`src/rtl/stream_packer_if.sv`:
```
// Handshake bundle for stream_packer: producer-side input stream and
// consumer-side packed output stream, with matching widths.
interface stream_packer_if #(
    parameter int IN_W  = 7,
    parameter int OUT_W = 9
);
    localparam int NB_W = $clog2(OUT_W + 1);

    logic [IN_W-1:0]  in_data;
    logic             in_valid;
    logic             in_last;
    logic             in_ready;
    logic [OUT_W-1:0] out_data;
    logic             out_valid;
    logic             out_last;
    logic [NB_W-1:0]  out_nbits;
    logic             out_ready;

    modport master (
        output in_data, in_valid, in_last, out_ready,
        input  in_ready, out_data, out_valid, out_last, out_nbits
    );

    modport slave (
        input  in_data, in_valid, in_last, out_ready,
        output in_ready, out_data, out_valid, out_last, out_nbits
    );
endinterface

```
`src/rtl/stream_packer.sv`:
```
// LSB-first bit-stream width converter: packs IN_W-bit words into OUT_W-bit
// words, with backpressure and zero-padded flush of a partial final word.
module stream_packer #(
    parameter int  IN_W  = 7,
    parameter int  OUT_W = 9,
    localparam int CNT_W = $clog2(IN_W + OUT_W + 1)
) (
    input  logic           clk,
    input  logic           rst,
    stream_packer_if.slave bus
);
    localparam int ACC_W = IN_W + OUT_W;
    localparam int NB_W  = $clog2(OUT_W + 1);

    logic [ACC_W-1:0] acc_r;
    logic [CNT_W-1:0] cnt_r;
    logic             flush_r;

    logic             full_s;
    logic             out_valid_s;
    logic             out_last_s;
    logic             in_ready_s;
    logic             pop_s;
    logic             accept_s;
    logic [CNT_W-1:0] take_s;
    logic [ACC_W-1:0] acc_nxt_s;
    logic [CNT_W-1:0] cnt_nxt_s;
    logic             flush_nxt_s;

    // Output-side status decoded from the accumulator fill level
    always_comb begin
        full_s      = (cnt_r >= CNT_W'(OUT_W));
        out_valid_s = full_s | (flush_r & (cnt_r != CNT_W'(0)));
        out_last_s  = flush_r & out_valid_s & (cnt_r <= CNT_W'(OUT_W));
        in_ready_s  = ~rst & ~flush_r & (cnt_r <= CNT_W'(OUT_W));
        take_s      = full_s ? CNT_W'(OUT_W) : cnt_r;
        pop_s       = out_valid_s & bus.out_ready;
        accept_s    = bus.in_valid & in_ready_s;
    end

    // Next state: pop shift first, then append the new word above the remaining bits
    always_comb begin
        acc_nxt_s   = acc_r;
        cnt_nxt_s   = cnt_r;
        flush_nxt_s = flush_r;
        if (pop_s) begin
            acc_nxt_s = acc_r >> OUT_W;
            cnt_nxt_s = cnt_r - take_s;
        end else begin
            acc_nxt_s = acc_r;
            cnt_nxt_s = cnt_r;
        end
        if (accept_s) begin
            acc_nxt_s = acc_nxt_s | (ACC_W'(bus.in_data) << cnt_nxt_s);
            cnt_nxt_s = cnt_nxt_s + CNT_W'(IN_W);
            if (bus.in_last) begin
                flush_nxt_s = 1'b1;
            end else begin
                flush_nxt_s = flush_r;
            end
        end else begin
            flush_nxt_s = flush_r;
        end
        // Accept is blocked during flush, so this never collides with an append
        if (pop_s & out_last_s) begin
            flush_nxt_s = 1'b0;
            cnt_nxt_s   = CNT_W'(0);
        end else begin
            flush_nxt_s = flush_nxt_s;
        end
    end

    // State register with synchronous reset
    always_ff @(posedge clk) begin
        if (rst) begin
            acc_r   <= {ACC_W{1'b0}};
            cnt_r   <= {CNT_W{1'b0}};
            flush_r <= 1'b0;
        end else begin
            acc_r   <= acc_nxt_s;
            cnt_r   <= cnt_nxt_s;
            flush_r <= flush_nxt_s;
        end
    end

    assign bus.in_ready  = in_ready_s;
    assign bus.out_valid = out_valid_s;
    assign bus.out_last  = out_last_s;
    assign bus.out_data  = acc_r[OUT_W-1:0];
    assign bus.out_nbits = out_valid_s ? NB_W'(take_s) : NB_W'(0);
endmodule

```
`src/flat_wrapper.sv`:
```
// flat-port wrapper written by rule: the top's interface ports become plain ports
module stream_packer_flat 
#(
    parameter int  IN_W  = 7,
    parameter int  OUT_W = 9,
    localparam int CNT_W = $clog2(IN_W + OUT_W + 1)
)
  (clk, rst, bus_in_data, bus_in_valid, bus_in_last, bus_out_ready, bus_in_ready, bus_out_data, bus_out_valid, bus_out_last, bus_out_nbits);
  stream_packer_if #(.IN_W(IN_W), .OUT_W(OUT_W)) bus_i ();
  input  logic clk;
  input  logic rst;
  input wire logic [$bits(bus_i.in_data)-1:0] bus_in_data;
  input wire logic [$bits(bus_i.in_valid)-1:0] bus_in_valid;
  input wire logic [$bits(bus_i.in_last)-1:0] bus_in_last;
  input wire logic [$bits(bus_i.out_ready)-1:0] bus_out_ready;
  output wire logic [$bits(bus_i.in_ready)-1:0] bus_in_ready;
  output wire logic [$bits(bus_i.out_data)-1:0] bus_out_data;
  output wire logic [$bits(bus_i.out_valid)-1:0] bus_out_valid;
  output wire logic [$bits(bus_i.out_last)-1:0] bus_out_last;
  output wire logic [$bits(bus_i.out_nbits)-1:0] bus_out_nbits;
  assign bus_i.in_data = bus_in_data;
  assign bus_i.in_valid = bus_in_valid;
  assign bus_i.in_last = bus_in_last;
  assign bus_i.out_ready = bus_out_ready;
  assign bus_in_ready = bus_i.in_ready;
  assign bus_out_data = bus_i.out_data;
  assign bus_out_valid = bus_i.out_valid;
  assign bus_out_last = bus_i.out_last;
  assign bus_out_nbits = bus_i.out_nbits;
  stream_packer #(.IN_W(IN_W), .OUT_W(OUT_W)) u_core (.clk(clk), .rst(rst), .bus(bus_i));
endmodule
```
`config.mk`:
```
export PLATFORM = sky130hd
export DESIGN_NAME = stream_packer_flat
export DESIGN_NICKNAME = d
export VERILOG_FILES = /design/src/rtl/stream_packer_if.sv /design/src/rtl/stream_packer.sv /design/src/flat_wrapper.sv
export SDC_FILE = /design/constraint.sdc
export NUM_CORES = 1
export LEC_CHECK = 0
export CORE_MARGIN = 2
export CORE_UTILIZATION = 45
export CTS_CLUSTER_DIAMETER = 120
export DETAILED_ROUTE_END_ITERATION = 10
export PLACE_DENSITY = 0.81
export SLEW_MARGIN = 40
export SYNTH_ARGS = -nofsm -noshare
export SYNTH_HDL_FRONTEND = slang
export SYNTH_SLANG_ARGS = --single-unit
```
`constraint.sdc`:
```
create_clock -name clk -period 2.7 [get_ports clk]
set_input_delay 0.27 -clock clk [delete_from_list [all_inputs] [get_ports clk]]
set_output_delay 0.27 -clock clk [all_outputs]
set_load 0.05 [all_outputs]
```
* Word-level counts from Yosys, hierarchy flattened
Index checks and enable logic that the tools add are counted.
Word-level totals: bits of input ports 12, flip-flop bits (word level) 22, output and inout bits 16
Cells by class: shift operators 1, magnitude comparators 2, $add $sub $neg 2, bitwise gates (word level) 12, mux-type cells 6, reduce and logical (&&, ||, !) cells 3
Operators by type and width (number):
- 2-to-1 mux 16 bit | 2
- bitwise OR 16 bit | 1
- left shift 7 x 5 -> 16 bit | 1
- 2-to-1 mux 5 bit | 3
- bitwise AND 1 bit | 8
- adder 5 x 3 -> 5 bit (second input constant) | 1
- >= comparator 5 x 4 -> 1 bit (second input constant) | 1
- <= comparator 5 x 4 -> 1 bit (second input constant) | 1
- nonzero test 5 bit | 1
- subtractor 5 bit | 1
- 2-to-1 mux 4 bit | 1
- inverter 1 bit | 2
- AND reduction 2 bit | 1
- OR reduction 2 bit | 1
- bitwise OR 1 bit | 1

* Logic depth before layout (Yosys ltp)
word-level depth 8, depth in mapped cells 13, depth with buffers taken out 11

* Worst setup path after synthesis
No wires, ideal clock.
path kind reg2reg, start reg u_core.cnt_r[4], end reg u_core.acc_r[11], data required time 2.577 ns, slack 0.361 ns, arrival 2.216 ns, stages on the path, launching flop included 14, buffers on the path 2, cells stage by stage dfxtp_1 -> buf_2 -> inv_2 -> a21oi_1 -> inv_1 -> ha_1 -> inv_1 -> a2bb2oi_1 -> o21ai_1 -> buf_2 -> nand3_1 -> o21ai_1 -> a222oi_1 -> inv_1
Between the ends: cells in the longest elaborated chain, start to end 8
Ends and longest elaborated chain:
- start: declaration | line stream_packer.sv:16 | logic [CNT_W-1:0] cnt_r;
- start signal: assignment | line stream_packer.sv:77 | cnt_r <= {CNT_W{1'b0}};
- start signal: assignment | line stream_packer.sv:81 | cnt_r <= cnt_nxt_s;
- parallel branches: the longest is 7 deep, another holds >= comparator 5 x 4 -> 1 bit
- 2-to-1 mux 16 bit * | line stream_packer.sv:53 | if (accept_s) begin
- end signal: assignment | line stream_packer.sv:76 | acc_r <= {ACC_W{1'b0}};
- end signal: assignment | line stream_packer.sv:80 | acc_r <= acc_nxt_s;
- end: declaration | line stream_packer.sv:15 | logic [ACC_W-1:0] acc_r;
Mark *: on every way between the ends. A chain may end at the register's enable or synchronous reset.

* Worst setup path in the final report
start reg u_core.cnt_r[3], end reg u_core.acc_r[9]
The elaborated chain is that of the path after synthesis.

==> impl_metrics.yaml <==
outcome:
  outcome: "finished, final reports clean"
routing:
  drt_first_pass_iters: 4
  viasPerCell: 5.79
  drt-total-wl_mm: 3.94
  drtIter0Drc: 69
  antenna_left: 0
  wire_per_inst_um: 14.7
  drc: 0
  dr_total_vias: 1547
floorplanning:
  row_count: 21
  core_um2: 3340
  start_util_pct: 46.7
  fp.dieH_um: 62.8
  dieArea_um2: 3950
  dieWidth_um: 62.8
  io_pins: 28
grt:
  grt_max_degree: 14
  grt_pass1_vias: 1453
  grt_remaining_overflow: 0
  grt_usage_pct: 21.5
  antenna_found_initial: 0
  grt_pass1_wl_mm: 6.83
timing:
  setup_viol: 0
  finalCritPeriodShare_pct: 93.9
  worst_pin_slew_ns: 0.725
  skew_ns: 0.0124
  slew_headroom_pct: 51.3
  hold_viol_final: 0
  min_period_ns: 2.54
  layout_setup_ws_ns: 0.164
  clock.fmax_mhz: 394
  holdWs_ns: 0.449
  slew_viol_final: 0
clocking:
  clockRootBuffer: "clkbuf_4"
  cts.clk_slew.worst_paths_ns: 0.14
  cts_tree: "yes"
  ctsLongestPathBuffers: 2
  cts_setup_buffers: 0
  ctsHoldBuffers: 0
  cts_made_buffers: 3
  clk_latency_ns: 0.32
  clock_sinks: 22
  htree_levels: 1
synth:
  avgSynthCellArea_um2: 7.95
  synth_top_cell_by_area: "dfxtp_1"
  ys_types: 51
  synthesis.instances: 196
  yosysWarnings: 0
  synth_area_leaders: "dfxtp_1 (28%), mux2i_1 (12%), nand2_1 (5.3%), nor2_1 (4.6%), buf_4 (4.3%)"
  synth_top_area_share_pct: 28.3
  synth_nets: 209
  synth_edf_count: 0
  yosysSeqAreaShare_pct: 28.3
  ys_ff_latch: 22
  async_flop_share_pct: 0
  synthesis.area_um2: 1560
  synth_flop_cell: "dfxtp_1"
place:
  hpwl_mm: 2.94
  port_buffers: 27
  placed_area_um2: 1880
  gp_congestion: 0.934
  place_ws_ns: 0.145
critical_path:
  cp_common_cell: "inv_1"
  cp_slowest_cell: "or4_1"
  worstPathRequired_ns: 2.98
  worstPathMaxFanout: 8
  path_delay_family: "compound AO/OA/AOI/OAI gates"
  cp-start-kind: "flop"
  cp-end-kind: "flop"
  r2r_start: "u_core.cnt_r[3]"
  cp_num_buf_inv: 3
  crit_start: "u_core.cnt_r[3]"
  critPathMaxStageDelay_ns: 0.40
  r2r_slack_ns: 0.16
  worstPathArrival_ns: 2.81
  crit_chain: "o21ai_1 > a21oi_2 > inv_1 > ha_1 > inv_1 > a2bb2oi_1 > o21ai_2 > buf_4 > nor2_2 > a21oi_1 > or4_1 > nand3_1"
  timing_worst_setup_path_type: "flop to flop"
job:
  drv_cap: 0
cells_and_area:
  area_delta_synth_final_pct: 24.1
  drive_gt1_share_pct: 16.3
  nets: 235
  fin_util_pct: 57.9
  final_area_um2: 1930
  fillCellCount: 327
  diodes: 0
power_and_ir_drop:
  peakVddDrop_v: 0.000311
  powerDensity_nw_per_um2: 507
  leakagePower_nw: 0.816
  power_mw: 0.979
min_path:
  hold_start: "u_core.acc_r[10]"
  hold_class: "flop to flop"
==> report_power, final <==
part,switching [mW],leakage [nW],internal [mW]
sequential,0.0150,0.179,0.348
combinational,0.220,0.609,0.139
clock,0.108,0.0279,0.150
total,0.342,0.816,0.637
==> synth_stat cells (3+ instances only) <==
cell and number:
a31oi_1 3, a22oi_1 5, nor2_1 19, dfxtp_1 22, inv_1 5, mux2i_1 18, a21oi_1 13, and3_1 4
o31ai_1 5, nand2_1 22, clkbuf_1 3, buf_2 9, buf_4 9, o21ai_1 8, nor3_1 4, nand3_1 4
==> cells in the final DEF (no fill, tap or decap), drive strengths merged, types with 2 or more instances in the layout <==
| cell type | instances |
|---|---|
| nor3 | 6 |
| nand3 | 4 |
| a21boi | 2 |
| a22oi | 6 |
| nor4 | 2 |
| clkbuf | 3 |
| a31oi | 3 |
| clkdlybuf4s50 | 24 |
| o22ai | 2 |
| o21ai | 11 |
| a22o | 2 |
| o31a | 2 |
| a21oi | 13 |
| mux2i | 18 |
| o21a | 2 |
| dfxtp | 22 |
| nor2 | 20 |
| dlygate4sd2 | 3 |
| o31ai | 5 |
| or4 | 2 |
| nand4 | 2 |
| buf | 16 |
| inv | 7 |
| and3 | 4 |
| nand2 | 22 |
==> worst reg2reg max path: stages (launching register included) <==
cell       delay [ns]
dfxtp_1          0.39
o21ai_1          0.13
a21oi_2          0.20
inv_1            0.06
ha_1             0.29
inv_1            0.12
a2bb2oi_1        0.27
o21ai_2          0.17
buf_4            0.20
nor2_2           0.12
a21oi_1          0.07
or4_1            0.40
nand3_1          0.07
==> per-layer routing <==
layer / routed length, um / up-vias / share of wire (%) / global-route usage [%]
met5: 0 / - / 0 / 0
met3: 228 / 8 / 5.8 / 3.24
met4: 64 / 0 / 1.6 / 9.17
met2: 1860 / 67 / 47 / 35.3
li1: - / 758 / - / -
met1: 1790 / 714 / 45 / 28.0
==> through the flow <==
| stage | TNS (ns) | cells |
|---|---|---|
| final | 0 | 267 |
| after global placement | 0 | 263 |
| after global routing | -0.00290 | 267 |
| after CTS | 0 | 267 |
| after detailed placement | 0 | 263 |
| after floorplan | 0 | 196 |
==> layout make-up <==
type	count	area, um^2	share of cell area (%)
multi-input cells	145	968	50.1
flip-flops and latches	22	442	22.8
repair buffers	43	387	20.0
well taps	46	57.6	2.98
clock inverters	1	30.0	1.55
inverters	7	26.3	1.36
clock buffers	3	22.5	1.17
==> kinds of logic (layout without fill, tap and decap cells) <==
logic type      count (synthesis)  after routing  share of synthesized area (%)
xor+xnor                        2              2                           1.12
compound gates                 56             56                           25.5
buf+inv                        29             54                           10.4
fa+ha+maj                       1              1                          0.803
simple gates                   67             67                           21.7
flops                          22             22                           28.3
mux                            19             19                           12.3
==> registers in the layout (all words and copies together), names as in the netlist <==
signal and cells:
u_core.acc_r 16, u_core.flush_r 1, u_core.cnt_r 5
==> worst paths after layout <==
path | to | cells after the start
setup / recovery | u_core.acc_r[9] | 12
hold / removal | u_core.acc_r[10] | 2
setup reg to reg | u_core.acc_r[9] | 12
hold reg to reg | u_core.acc_r[10] | 2
==> repair_timing <==
action,in CTS,in global routing
resized for setup,3,3
pin swaps,0,0
setup endpoints to repair,3,6
No activity file was read; power rests on OpenSTA's default activity.
